**src/rtl/cpu_multisim_sink.sv**
```systemverilog
// Sink for the per-CPU multisim stream: DEPTH-entry FIFO plus word count, XOR checksum and peak occupancy.
// Latency: 1 cycle from an accepted word to out_vld; there is no bypass path when empty.
// Backpressure: data_rdy depends only on registered occupancy (and the LFSR when CPU_MULTISIM_SINK_THROTTLE_EN is defined).
module cpu_multisim_sink #(
   parameter int DEPTH = 4,
   parameter int CNT_W = 32
) (
   input  logic                    clk,
   input  logic                    rst_n,
   input  logic                    data_vld,
   input  logic [63:0]             data,
   output logic                    data_rdy,
   output logic                    out_vld,
   output logic [63:0]             out_data,
   input  logic                    out_rdy,
   output logic [CNT_W-1:0]        word_cnt,
   output logic [63:0]             checksum,
   output logic [$clog2(DEPTH):0]  peak_occ
);

   localparam int PTR_W = $clog2(DEPTH);
   localparam int OCC_W = PTR_W + 1;
   localparam logic [OCC_W-1:0] FULL = OCC_W'(DEPTH);

   logic [63:0]      mem [DEPTH];
   logic [PTR_W-1:0] wr_ptr;
   logic [PTR_W-1:0] rd_ptr;
   logic [OCC_W-1:0] occ;
   logic [OCC_W-1:0] occ_nxt;
   logic             space;
   logic             push;
   logic             pop;

   // A full FIFO refuses a word even if the head is popped in the same cycle,
   // which keeps out_rdy off the upstream ready path.
   assign space = (occ != FULL);

`ifdef CPU_MULTISIM_SINK_THROTTLE_EN
   logic [15:0] lfsr;
   logic        lfsr_fb;

   // Fibonacci taps 16,14,13,11.
   assign lfsr_fb = lfsr[15] ^ lfsr[13] ^ lfsr[12] ^ lfsr[10];

   // Free-running LFSR; its low bit injects pseudo-random backpressure.
   always_ff @(posedge clk or negedge rst_n) begin
      if (!rst_n) begin
         lfsr <= 16'hACE1;
      end else begin
         lfsr <= {lfsr[14:0], lfsr_fb};
      end
   end

   assign data_rdy = rst_n && space && !lfsr[0];
`else
   assign data_rdy = rst_n && space;
`endif

   assign push    = data_vld && data_rdy;
   assign out_vld = (occ != '0);
   assign pop     = out_vld && out_rdy;

   // Storage is not reset; masking the read keeps out_data at zero while empty.
   assign out_data = out_vld ? mem[rd_ptr] : '0;

   // Next occupancy: simultaneous push and pop leaves it unchanged.
   always_comb begin
      occ_nxt = occ;
      case ({push, pop})
         2'b10:   occ_nxt = occ + 1'b1;
         2'b01:   occ_nxt = occ - 1'b1;
         default: occ_nxt = occ;
      endcase
   end

   // FIFO storage write.
   always_ff @(posedge clk) begin
      if (push) begin
         mem[wr_ptr] <= data;
      end
   end

   // Pointers wrap naturally since DEPTH is a power of two.
   always_ff @(posedge clk or negedge rst_n) begin
      if (!rst_n) begin
         wr_ptr <= '0;
         rd_ptr <= '0;
         occ    <= '0;
      end else begin
         if (push) begin
            wr_ptr <= wr_ptr + 1'b1;
         end
         if (pop) begin
            rd_ptr <= rd_ptr + 1'b1;
         end
         occ <= occ_nxt;
      end
   end

   // End-of-test statistics: saturating word count, XOR checksum, peak occupancy.
   always_ff @(posedge clk or negedge rst_n) begin
      if (!rst_n) begin
         word_cnt <= '0;
         checksum <= '0;
         peak_occ <= '0;
      end else begin
         if (push) begin
            checksum <= checksum ^ data;
            if (word_cnt != '1) begin
               word_cnt <= word_cnt + 1'b1;
            end
         end
         if (occ_nxt > peak_occ) begin
            peak_occ <= occ_nxt;
         end
      end
   end

endmodule

```
**config.mk**
```make
export PLATFORM = sky130hd
export DESIGN_NAME = cpu_multisim_sink
export DESIGN_NICKNAME = d
export VERILOG_FILES = /design/src/rtl/cpu_multisim_sink.sv
export SDC_FILE = /design/constraint.sdc
export NUM_CORES = 1
export LEC_CHECK = 0
export CORE_UTILIZATION = 50
export CTS_CLUSTER_SIZE = 30
export DETAILED_ROUTE_END_ITERATION = 7
export GPL_ROUTABILITY_DRIVEN = 1
export PLACE_DENSITY = 0.75
export SLEW_MARGIN = 5
export SYNTH_ARGS = -nofsm -noshare
export SYNTH_HDL_FRONTEND = slang
export SYNTH_SLANG_ARGS = --single-unit
```
**constraint.sdc**
```tcl
create_clock -name clk -period 8.4 [get_ports clk]
set_clock_uncertainty 0.1 [all_clocks]
set_input_delay 1.26 -clock clk [delete_from_list [all_inputs] [get_ports clk]]
set_output_delay 1.26 -clock clk [all_outputs]
set_load 0.02 [all_outputs]
```
After elaboration in Yosys (flattened, before gate mapping)
Memory sizes are Yosys's and may differ from the RTL's.
Index checks and enable logic that the tools add are counted.

cells by class
  mux-type cells = 4
  add/sub/neg operators = 5
  equality and inequality tests = 4
  order comparisons = 1
  bitwise logic cells = 1
  reduce and logical (&&, ||, !) cells = 5

operator list
  kind                                                                count
  64-bit two-way mux                                                  1
  64-bit bitwise XOR                                                  1
  32-bit by 1-bit adder with 32-bit output, second input constant     1
  32-bit inequality test, second input constant                       1
  3-bit one-hot mux with 2 select lines                               1
  2-bit by 1-bit adder with 2-bit output, second input constant       2
  3-bit by 1-bit adder with 3-bit output, second input constant       1
  3-bit > comparator                                                  1
  1-bit logical AND                                                   3
  3-bit inequality test, second input constant                        1
  3-bit nonzero test                                                  1
  3-bit by 1-bit subtractor with 3-bit output, second input constant  1
  2-bit by 1-bit == test with 1-bit output, second input constant     1
  2-bit == test, second input constant                                1
  1-bit two-way mux                                                   2
  2-bit AND reduction                                                 1

word-level totals
  word-level logic and storage cells = 27
  memories kept = 1
  bits in registers = 106
  input port bits = 68
  output and inout bits = 165
  RAM bits = 256

memories
  name  words  width  read ports  clocked after memory_dff  write ports  RTL line  RTL
  mem   4      64     1           0                         1            25        logic [63:0] mem [DEPTH];

Logic depth before layout (Yosys ltp)
  word-level depth = 6
  mapped depth = 12

Worst setup path after synthesis
Ideal clock, no wire load.

  kind = input port to flip-flop
  from = input port data_vld
  to = memory mem[0][0], enable pin
  buffers on the path = 2
  stages on the path = 5
  arrival time = 3598 ps
  setup slack = 4273 ps
  library setup time = 429 ps
  cells stage by stage = nand2_1 a21oi_4 clkbuf_1 clkbuf_1 and2_1

on the way
  word-level cells in the longest chain between the ends = 3

ends and longest elaborated chain
  item                                     RTL line  RTL
  from (decl)                              10        input logic data_vld,
  1-bit logical AND                        59        assign push = data_vld && data_rdy;
  1-bit two-way mux                        78        if (push) begin
  1-bit two-way mux (not written as such)  79        mem[wr_ptr] <= data;
  to (decl)                                25

No other way between the ends.

Final worst setup path
  from = register rd_ptr[0]
  to = output port out_data[21]

on the way
  word-level cells in the longest chain between the ends = 2

ends and longest elaborated chain
  item                    RTL line  RTL
  from (decl)             27        logic [PTR_W-1:0] rd_ptr;
  from (signal assigned)  94        rd_ptr <= rd_ptr + 1'b1;
  memory read 4 x 64 bit  --
  64-bit two-way mux      64        assign out_data = out_vld ? mem[rd_ptr] : '0;
  to (decl)               14        output logic [63:0] out_data,

No other way between the ends.

==> flow_summary.toml <==
[synth]
synthCells = 818
synth-seq-area-share_pct = 72.4
synthesis.nets = 896
syn_avg_cell_area_um2 = 17.5
ys_warn_count = 0
syn_area_mm2 = 0.0143
synth-seq-cells = 362
synth_cell_types = 37

[job]
timing.max_cap.violations = 0

[critical_path]
r2r_setup_slack_ns = 5.03
worstSetupEndpointType = "output pin"
crit_path_cell_trace = "buf_4 > mux4_2 > and2_1 > clkdlybuf4s50_1"
cpMaxStageDelayCell = "dfrtp_4"
r2r_start = "occ[0]$_DFF_PN0_"
criticalPathCategory = "reg -> out"
crit_start = "rd_ptr[0]$_DFFE_PN0P_"
cp_max_fo = 36
crit_path_start_kind = "flop"
worstPathArrival_ns = 3.41
cp.required_ns = 7.04
crit_path_max_incr_delay_ns = 0.85

[drt]
routedWlPerCell_um = 19.8
num_vias = 7778
drtAntennaViolNets = 0
drt_iter0_drc = 505
drc = 0
first_pass_iters = 5
finalWirelength_mm = 29.1
via_per_inst = 5.30

[clocking]
cts_tree = "done"
ctsResizeCount = 0
worst_skew_pair.late_latency_ns = 0.51
cts_buffers = 37
clk_pin_slew_worst_paths_ns = 0.06
clockBufferDepth = 3
cts.sinks = 362
htreeDepth = 2
postCtsSetupBuffers = 0
cts_root_buffer = "clkbuf_16"
holdBufCountCts = 0

[timing]
setup_viol = 0
min_period_over_period_pct = 56.8
rsz0062_at_grt = "false"
hold_violations = 0
setup_tns_ns = 0
period_needed_ns = 4.77
max_freq_mhz = 210
slew_violations = 0
tightest_slew_ns = 1.01
relSlewSlack_pct = 32.4

[min_path]
hold_path_class = "reg -> reg"
hold_path_startpoint = "checksum[10]$_DFFE_PN0P_"

[pwr]
internal-power_mw = 4.51
p_seq_share_pct = 38.5
p_leak_nw = 6.40
vdd_drop_max_mv = 0.213
p_per_area_mw_per_mm2 = 367
p_sw_mw = 2.17
power_frac_comb_pct = 37.7
clkPwrFrac_pct = 23.9
swShare_pct = 32.4

[floorplan]
die_x_um = 171
ios = 233
core_mm2 = 0.0279
die_h_um = 171
dieArea_mm2 = 0.0292
initial_core_util_pct = 51.1
num_rows = 61

[status]
status = "complete, no violations"

[grt]
grt_pass1_vias = 8260
antenna_found_initial = 0
grt_pass1_wl_mm = 45.9
grt_use_total_pct = 20.7
gr-total-overflow = 0
grt_max_degree = 77

[placement]
place.port_buffers = 232
placement.cell_area_mm2 = 0.0170
dp.final_hpwl_mm = 17.2
gp_congestion = 0.847

[final_layout]
fin_area_mm2 = 0.0182
layout-drive-gt1-share_pct = 13.7
n_antenna_cell = 0
syn_to_final_growth_pct = 27.4
finalNetCount = 1138
## final timing paths
check,to,cells past startpoint
setup / recovery,out_data[21],4
hold / removal,checksum[10]$_DFFE_PN0P_,1
setup reg to reg,peak_occ[0]$_DFFE_PN0N_,11
hold reg to reg,checksum[10]$_DFFE_PN0P_,1
max in group asynchronous,rd_ptr[1]$_DFFE_PN0P_,2
min in group asynchronous,checksum[61]$_DFFE_PN0P_,1
## power groups by stage
stage | registers [mW] | logic, mW | clock network (mW)
global route | 2.62 | 2.69 | 1.69
global placement | 2.60 | 2.51 | 0
detailed placement | 2.61 | 2.54 | 0
floorplan | 2.69 | 1.30 | 0
CTS | 2.58 | 2.55 | 1.62
finish | 2.57 | 2.52 | 1.59
## final cells by class
| cell class | count | area [µm²] |
|---|---|---|
| flip-flops and latches | 362 | 10300 |
| fillers | 2002 | 9740 |
| multi-input cells | 414 | 3780 |
| repair buffers | 236 | 2350 |
| clock buffers | 50 | 1080 |
| well taps | 378 | 473 |
| clock inverters | 18 | 129 |
| inverters | 9 | 33.8 |
## per-layer routing
metal | track usage, % | up-vias | part of all wire [%]
met2 | 33.5 | 272 | 47
met4 | 5.43 | 0 | 1.8
li1 | - | 3506 | -
met5 | 0 | - | 0
met1 | 28.7 | 3958 | 44
met3 | 4.23 | 42 | 7.3
## layout by cell type, fill, tap and decap left out, types with 2 or more instances in the layout
cell type          n
clkbuf_1           5
mux2_2             7
xnor2_1           75
nor2_1            17
dfrtp_1          104
nor4_4             2
nand3_1           16
buf_4              5
clkinv_2           7
dfrtp_4            2
clkinvlp_4         3
and2_4             4
edfxtp_1         256
inv_1              8
and3_1             5
clkbuf_16         39
ha_1               9
xor2_1            23
nand4_1           12
and4_1             2
a31oi_1            2
nor3_1            10
clkdlybuf4s50_1  231
clkbuf_8           6
and2_1            66
inv_6              2
a21oi_1            2
nand2_1           82
nor4_1             3
mux4_2            64
clkinv_1           4
## cells by family after synthesis
group	Yosys count	share of synthesized area, %
AO/OA/AOI/OAI	11	0.640
AND/OR/NAND/NOR	224	8.16
multiplexers	71	10.6
buffers and inverters	42	1.20
flip-flops	362	72.4
XOR/XNOR	98	6.01
adder cells (fa/ha/maj)	10	0.929
## stage by stage
stage	setup WS (ns)	hold WS, ns	instances	util (%)	total power, mW
after global routing	3.40	0.382	1467	65.1	7.00
after floorplan	4.27	0.439	818	-	3.99
after global placement	3.91	0.358	1399	60.8	5.11
after CTS	3.52	0.373	1467	65.1	6.75
after detailed placement	3.86	0.361	1399	60.8	5.15
final	3.63	0.366	1467	65.1	6.68
## synthesized netlist by cell type, drive strengths merged
cell	n	share of area (%)
buf	12	0.41
a21boi	1	0.053
xor2	23	1.4
xnor2	75	4.6
clkbuf	21	0.55
a211o	1	0.061
nor3	10	0.35
nor3b	1	0.053
and3	5	0.22
nor4	6	0.52
a21o	1	0.053
nand3	17	0.63
o21ai	1	0.035
inv	9	0.24
nand4	12	0.53
nand2	83	2.2
a21oi	3	0.18
dfrtp	106	19
fa	1	0.14
a2111o	1	0.079
nor2	17	0.45
nand2b	1	0.044
and4	2	0.12
mux2	7	0.55
mux4	64	10
ha	9	0.79
a31oi	3	0.18
and2	70	3.1
edfxtp	256	54
## registers in the layout, indices dropped and copies added (netlist names)
signal    count
word_cnt     32
rd_ptr        2
peak_occ      3
checksum     64
wr_ptr        2
mem         256
occ           3
## critical path, delay by kind of cell, from the launching register on
family,cells,cell delay [ns]
flip-flops,1,0.85
AND/OR/NAND/NOR,1,0.20
buffers and inverters,2,1.25
multiplexers,1,0.58
(Power assumes the default switching activity.)
